$ cat src/rtl/onehot_reg_file.sv
// 8 x DW register file loaded by a one-hot decoder vector, with two registered
// read ports, write-through bypass, sticky multi-hot error flag and write counter.
module onehot_reg_file #(
    parameter int DW = 16,
    parameter int CW = 8
) (
    input  logic          clk,
    input  logic          reset,
    input  logic [7:0]    W_Load,
    input  logic [DW-1:0] W_Data,
    input  logic [2:0]    S_Adr,
    input  logic [2:0]    T_Adr,
    input  logic          err_clr,
    output logic [DW-1:0] S,
    output logic [DW-1:0] T,
    output logic          load_err,
    output logic [CW-1:0] wr_count
);

    logic [DW-1:0] regs [8];
    logic [3:0]    load_ones;
    logic          load_onehot;
    logic          load_multi;
    logic          byp_s;
    logic          byp_t;

    function automatic logic [3:0] count_ones(input logic [7:0] v);
        logic [3:0] n;
        n = 4'd0;
        for (int i = 0; i < 8; i++) begin
            n = n + {3'd0, v[i]};
        end
        return n;
    endfunction

    always_comb begin
        load_ones   = count_ones(W_Load);
        load_onehot = (load_ones == 4'd1);
        load_multi  = (load_ones >= 4'd2);
        // Bypass only when this edge really writes the addressed register.
        byp_s       = load_onehot && W_Load[S_Adr];
        byp_t       = load_onehot && W_Load[T_Adr];
    end

    always_ff @(posedge clk or posedge reset) begin
        if (reset) begin
            for (int i = 0; i < 8; i++) begin
                regs[i] <= '0;
            end
            S        <= '0;
            T        <= '0;
            load_err <= 1'b0;
            wr_count <= '0;
        end else begin
            if (load_onehot) begin
                for (int i = 0; i < 8; i++) begin
                    if (W_Load[i]) begin
                        regs[i] <= W_Data;
                    end
                end
                wr_count <= wr_count + {{(CW-1){1'b0}}, 1'b1};
            end

            S <= byp_s ? W_Data : regs[S_Adr];
            T <= byp_t ? W_Data : regs[T_Adr];

            // Setting the flag takes priority over a simultaneous clear.
            if (load_multi) begin
                load_err <= 1'b1;
            end else if (err_clr) begin
                load_err <= 1'b0;
            end
        end
    end

endmodule

$ cat config.mk
export PLATFORM = sky130hd
export DESIGN_NAME = onehot_reg_file
export DESIGN_NICKNAME = d
export VERILOG_FILES = /design/src/rtl/onehot_reg_file.sv
export SDC_FILE = /design/constraint.sdc
export NUM_CORES = 1
export LEC_CHECK = 0
export BUFFER_PORTS_ARGS = -buffer_cell sky130_fd_sc_hd__buf_2
export CORE_MARGIN = 2
export CORE_UTILIZATION = 54
export DETAILED_ROUTE_END_ITERATION = 7
export PLACE_DENSITY = 0.74
export SLEW_MARGIN = 10
export SYNTH_ARGS = -nofsm -noshare
export SYNTH_HDL_FRONTEND = slang
export SYNTH_SLANG_ARGS = --single-unit
$ cat constraint.sdc
create_clock -name clk -period 5.2 [get_ports clk]
set_clock_uncertainty 0.2 [all_clocks]
set_input_delay 0.52 -clock clk [delete_from_list [all_inputs] [get_ports clk]]
set_output_delay 0.52 -clock clk [all_outputs]
set_load 0.02 [all_outputs]
[Word level (Yosys, flattened, before mapping)]
Index checks and enable logic that the tools add are counted.
Widths: inputs -> output; s select.
Storage, ports and cells
  flip-flop bits (word level): 169
  input bits: 33
Operators by class
  bitwise logic cells: 2
  muxes and demuxes: 14
  order comparisons: 5
  $add $sub $neg: 8
  equal/unequal tests: 1
  reduce and logical (&&, ||, !) cells: 11
Operators by type and width (number)
  $bmux 16 s3: 2
  $mux 16: 6
  $add 4x1->4: 4
  $reduce_and 2->1: 8
  $add 8x1->8 const B: 1
  $ge 4x4->1 const B: 2
  $lt 3x4->1 const B: 2
  $not 3->4: 2
  $bmux 1 s3: 2
  $add 3x1->4: 1
  $eq 4x1->1 const B: 1
  $ge 4x2->1 const B: 1
  $mux 1: 4
  $add 2x1->3: 1
  $add 1x1->2: 1
  $logic_and 1x1->1: 2
  $reduce_bool 2->1: 1

[Depth between registers and ports, before layout]
  depth in word-level cells: 10
  gate-level depth with buffers: 15
  mapped depth without buffers: 12

[Least setup slack after synthesis]
No wires, ideal clock.
  path type: in2reg
  from: input port W_Load[0]
  to: register regs[32] (netlist bit)
  path buffers: 3
  data required time: 4.875 ns
  data arrival time: 4.205 ns
  library setup time: 0.125 ns
  slack: 0.671 ns
  stages: 15
  cell sequence: inv_1 > fa_1 > fa_1 > fa_1 > inv_1 > ha_1 > inv_1 > fa_1 > and4b_1 > a31o_2 > buf_2 > buf_2 > nand2_1 > buf_2 > mux2_2
On the way
  word-level cells in the longest chain between the ends: 9
Ends and longest elaborated chain
  start: declaration: RTL line 9  | input logic [7:0] W_Load,
  $add 1x1->2: RTL line 31  | n = n + {3'd0, v[i]};
  $add 2x1->3: RTL line 31
  $add 3x1->4: RTL line 31
  $add 4x1->4 (4 in a row): RTL line 31
  $eq 4x1->1: RTL line 38  | load_onehot = (load_ones == 4'd1);
  $reduce_and 2->1 (no line)
  end signal: indexed assignment: RTL line 58  | regs[i] <= W_Data;
  end: declaration: RTL line 20  | logic [DW-1:0] regs [8];
No other way between the ends.
A chain may end at the register's enable or synchronous reset.

[Final worst setup path]
  from: input port W_Load[0]
  to: register S[13]
On the way
  word-level cells in the longest chain between the ends: 10
Ends and longest elaborated chain
  $add 1x1->2: RTL line 31
  $add 2x1->3: RTL line 31
  $add 3x1->4: RTL line 31
  $add 4x1->4 (4 in a row): RTL line 31
  $eq 4x1->1: RTL line 38
  $logic_and 1x1->1 (*): RTL line 41  | byp_s = load_onehot && W_Load[S_Adr];
  $mux 16 (*): RTL line 64  | S <= byp_s ? W_Data : regs[S_Adr];
  end signal: assignment: RTL line 64
  end: declaration: RTL line 14  | output logic [DW-1:0] S,
Mark *: on every way between the ends. The rest lies on a longest branch, timed or not. The select of a mux whose other input is x is not followed.

==> metrics.txt <==
# TYPE chip_impl_metric gauge
chip_impl_info{name="run_status",value="finished clean"} 1
chip_impl_metric{name="core.rowCount",unit=""} 46
chip_impl_metric{name="routed-via-count",unit=""} 5008
chip_impl_metric{name="irDropWorstVdd",unit="V"} 0.000298
chip_impl_metric{name="core_area",unit="mm2"} 0.0158
chip_impl_info{name="yosys-top-cells-count",value="sky130_fd_sc_hd__mux2_2, sky130_fd_sc_hd__dfrtp_1, sky130_fd_sc_hd__mux4_2, sky130_fd_sc_hd__buf_2"} 1
chip_impl_info{name="synth.most_common_cell",value="sky130_fd_sc_hd__mux2_2"} 1
chip_impl_metric{name="synth_top_cell_area_share",unit="%"} 48.8
chip_impl_metric{name="gr-usage-all-layers",unit="%"} 24.1
chip_impl_metric{name="synth-seq-cells",unit=""} 169
chip_impl_metric{name="cts.htree.levels",unit=""} 4
chip_impl_info{name="critPathSlowestCell",value="sky130_fd_sc_hd__fa_1"} 1
chip_impl_metric{name="cts-buffers-inserted",unit=""} 17
chip_impl_metric{name="synth-seq-area-share",unit="%"} 48.8
chip_impl_info{name="ys_dominant_reg_cell",value="sky130_fd_sc_hd__dfrtp_1"} 1
chip_impl_metric{name="skew_pair_late_insertion_delay",unit="ns"} 0.42
chip_impl_metric{name="unique_cell_type_count_in_the_yosys_netlist",unit=""} 23
chip_impl_metric{name="async_reset_ff_share",unit="%"} 100
chip_impl_info{name="startpoint_of_the_worst_setup_timing_path",value="W_Load[0]"} 1
chip_impl_metric{name="wl_per_cell",unit="um"} 22.9
chip_impl_metric{name="reg2reg_setup_slack",unit="ns"} 3.44
chip_impl_info{name="cells_taking_the_most_area_after_synthesis",value="sky130_fd_sc_hd__dfrtp_1, sky130_fd_sc_hd__mux2_2, sky130_fd_sc_hd__mux4_2"} 1
chip_impl_metric{name="synth-warning-count",unit=""} 0
chip_impl_info{name="critical_path_class",value="input port to flop"} 1
chip_impl_info{name="critical_path.endpoint_type",value="flop"} 1
chip_impl_metric{name="number_of_detailed_route_iterations_in_the_first_pass",unit=""} 4
chip_impl_info{name="critical-path-top-cell-by-count",value="sky130_fd_sc_hd__fa_1"} 1
chip_impl_metric{name="synthesis.nets",unit=""} 578
chip_impl_metric{name="max_cap_violations",unit=""} 0
chip_impl_metric{name="place.port_buffers",unit=""} 73
chip_impl_metric{name="p_seq_share",unit="%"} 41.7
chip_impl_metric{name="grt_start_max_net_pins",unit=""} 94
chip_impl_metric{name="power.share.switching",unit="%"} 30.2
chip_impl_metric{name="cts_buffer_depth",unit=""} 2
chip_impl_metric{name="cts-resized-gates",unit=""} 0
chip_impl_metric{name="netlist_instances",unit=""} 537
chip_impl_metric{name="top_achievable_clock_speed",unit="GHz"} 0.228
chip_impl_info{name="netlist.top_cell.by_area",value="sky130_fd_sc_hd__dfrtp_1"} 1
chip_impl_metric{name="drtIter0Drc",unit=""} 307
chip_impl_metric{name="nNetsFinal",unit=""} 640
chip_impl_metric{name="final_setup_viols",unit=""} 0
chip_impl_metric{name="power_density",unit="mW/mm2"} 588
chip_impl_metric{name="grt_pass1_vias",unit=""} 5326
chip_impl_metric{name="cts_setup_buffers",unit=""} 0
chip_impl_metric{name="power.net_switching",unit="mW"} 1.74
chip_impl_metric{name="die-area",unit="mm2"} 0.0171
chip_impl_metric{name="floorplan.io_pins",unit=""} 74
chip_impl_metric{name="dpl_cell_area",unit="mm2"} 0.00924
chip_impl_metric{name="diodes",unit=""} 0
chip_impl_metric{name="route.antenna.remaining_nets",unit=""} 0
chip_impl_metric{name="final_period_minus_worst_setup_slack",unit="ns"} 4.38
chip_impl_metric{name="required",unit="ns"} 5.30
chip_impl_metric{name="power.static_leakage",unit="nW"} 4.25
chip_impl_info{name="path_cells",value="buf_2 > inv_1 > fa_1 > fa_1 > fa_1 > inv_1 > ha_1 > inv_1 > fa_1 > nor4bb_1 > a31o_2 > and2_1 > buf_4 > mux2_4"} 1
chip_impl_metric{name="setup-tns-final",unit="ns"} 0
chip_impl_metric{name="report.final.slew_viol_count",unit=""} 0
chip_impl_metric{name="clkSinkCount",unit=""} 169
chip_impl_metric{name="grt_pass1_wl",unit="mm"} 29.9
chip_impl_metric{name="chipHeight",unit="um"} 131
chip_impl_metric{name="power.internal",unit="mW"} 4.03
chip_impl_metric{name="postLayoutCoreUtil",unit="%"} 62.2
chip_impl_metric{name="cp.arrival",unit="ns"} 4.48
chip_impl_info{name="critical_path.reg2reg.startpoint",value="regs[87]$_DFFE_PP0P_"} 1
chip_impl_metric{name="antenna_found_initial",unit=""} 0
chip_impl_info{name="setup_repair_after_global_routing_missed_its_margin",value="no"} 1
chip_impl_info{name="cp-start-kind",value="input port"} 1
chip_impl_metric{name="post_synth.cell_area_avg",unit="um2"} 16.1
chip_impl_metric{name="final_design_area_no_fill",unit="mm2"} 0.00980
chip_impl_info{name="critical_path.reg2reg.endpoint",value="T[7]$_DFF_PP0_"} 1
chip_impl_metric{name="initial_core_util",unit="%"} 55.0
chip_impl_metric{name="layout_cell_share_with_drive_strength_beyond_1",unit="%"} 63.2
chip_impl_metric{name="timing.slew.headroom",unit="%"} 32.8
chip_impl_metric{name="post-dp-hpwl",unit="mm"} 11.8
chip_impl_info{name="tritoncts_clock_tree",value="done"} 1
chip_impl_metric{name="cts_hold_buf",unit=""} 0
chip_impl_metric{name="count_of_endpoints_failing_hold_in_the_final_timing_report",unit=""} 0
chip_impl_metric{name="place_congestion",unit=""} 0.760
chip_impl_metric{name="worstMarginPinSlew",unit="ns"} 1.01
chip_impl_info{name="min-delay-path-class",value="input port to async pin"} 1
chip_impl_info{name="clock-root-buffer",value="sky130_fd_sc_hd__clkbuf_16"} 1
chip_impl_metric{name="hold_slack",unit="ns"} 0.0971
chip_impl_metric{name="syn-cell-area",unit="mm2"} 0.00867
chip_impl_metric{name="combPwrFrac",unit="%"} 37.2
chip_impl_metric{name="worst_setup_hold_path_clk_slew",unit="ns"} 0.06
chip_impl_metric{name="floorplan.die.width",unit="um"} 131
chip_impl_metric{name="timing.critical_path.fanout_max",unit=""} 18
chip_impl_metric{name="finalCritPeriodShare",unit="%"} 84.3
chip_impl_metric{name="layout-area-overhead-vs-synth",unit="%"} 13.1
chip_impl_metric{name="synth_edf_count",unit=""} 0
chip_impl_metric{name="timing.reg2reg.worst_path_depth",unit=""} 3
chip_impl_metric{name="drc",unit=""} 0
chip_impl_metric{name="overflow_after_grt",unit=""} 0
chip_impl_metric{name="power_frac_clock",unit="%"} 21.2
chip_impl_metric{name="drt-total-wl",unit="mm"} 18.9
chip_impl_metric{name="critical_path.max_stage_delay",unit="ns"} 0.55
chip_impl_metric{name="avgViaCountPerCell",unit=""} 6.06
layer usage:
| layer | wire (um) | up-vias | GRT usage (%) |
|---|---|---|---|
| met2 | 9510 | 146 | 39.5 |
| met3 | 955 | 29 | 4.23 |
| met4 | 274 | 0 | 7.57 |
| met5 | 0 | - | 0 |
| li1 | - | 2140 | - |
| met1 | 8180 | 2693 | 33.3 |
per-stage QoR:
| step | total power [mW] | cells | setup WS [ns] |
|---|---|---|---|
| final | 5.77 | 827 | 0.818 |
| after global routing | 6.08 | 827 | 0.685 |
| after CTS | 5.81 | 827 | 0.830 |
| after detailed placement | 4.56 | 796 | 0.416 |
| after global placement | 4.44 | 796 | 0.512 |
| after floorplan | 4.00 | 537 | 0.671 |
registers in the layout (all words and copies together), names as in the netlist:
| register | cells |
|---|---|
| S | 16 |
| T | 16 |
| regs | 128 |
| wr_count | 8 |
| load_err | 1 |
critical path: cells and delay by family:
family                   cells  cell delay [ns]
buffers and inverters        5             0.58
multiplexers                 1             0.33
AND/OR/NAND/NOR              2             0.51
AO/OA/AOI/OAI                1             0.42
adder cells (fa/ha/maj)      5             2.12
layout by cell type (no fill, tap or decap), drive strengths merged:
cell,n
nand2b,1
inv,13
dfrtp,169
clkinv,5
fa,4
nand3,1
xnor2,6
a211oi,1
xor2,1
nand4,4
ha,4
buf,93
mux2,196
bufinv,2
clkinvlp,2
clkbuf,23
a31o,1
nor4bb,1
nand2,11
mux4,68
and3,2
and2,2
and4b,1
power groups by stage:
stage,clock (mW),sequential (mW),combinational (mW)
detailed placement,0,2.41,2.15
finish,1.22,2.40,2.14
global placement,0,2.35,2.09
global route,1.30,2.48,2.30
floorplan,0,2.46,1.54
CTS,1.25,2.39,2.17
worst max-delay path by stage:
stage                           endpoint  cells past startpoint
finish                   S[13]$_DFF_PP0_                     14
CTS                      S[13]$_DFF_PP0_                     14
detailed placement       S[12]$_DFF_PP0_                     14
floorplan           regs[32]$_DFFE_PP0P_                     15
global placement          T[7]$_DFF_PP0_                     14
global route             S[14]$_DFF_PP0_                     14
layout make-up:
| cell class | instances | area, um2 |
|---|---|---|
| clock buffer | 23 | 468 |
| clock inverter | 8 | 96.3 |
| fill | 1203 | 5970 |
| inverter | 14 | 56.3 |
| multi-input combinational | 304 | 4140 |
| sequential | 169 | 4230 |
| tap | 216 | 270 |
| timing repair buffer | 93 | 541 |
cell families after synthesis:
logic type                 after synthesis  synth area share, %
xor gates and xnor gates                 7                0.707
buffers and inverters                   64                 3.42
adders and majority gates                8                 1.50
DFF                                    169                 48.8
muxes                                  264                 44.0
and+or+nand+nor                         23                 1.41
AOI/OAI and AO/OA                        2                0.188
Power figures use the tool's default switching activity.
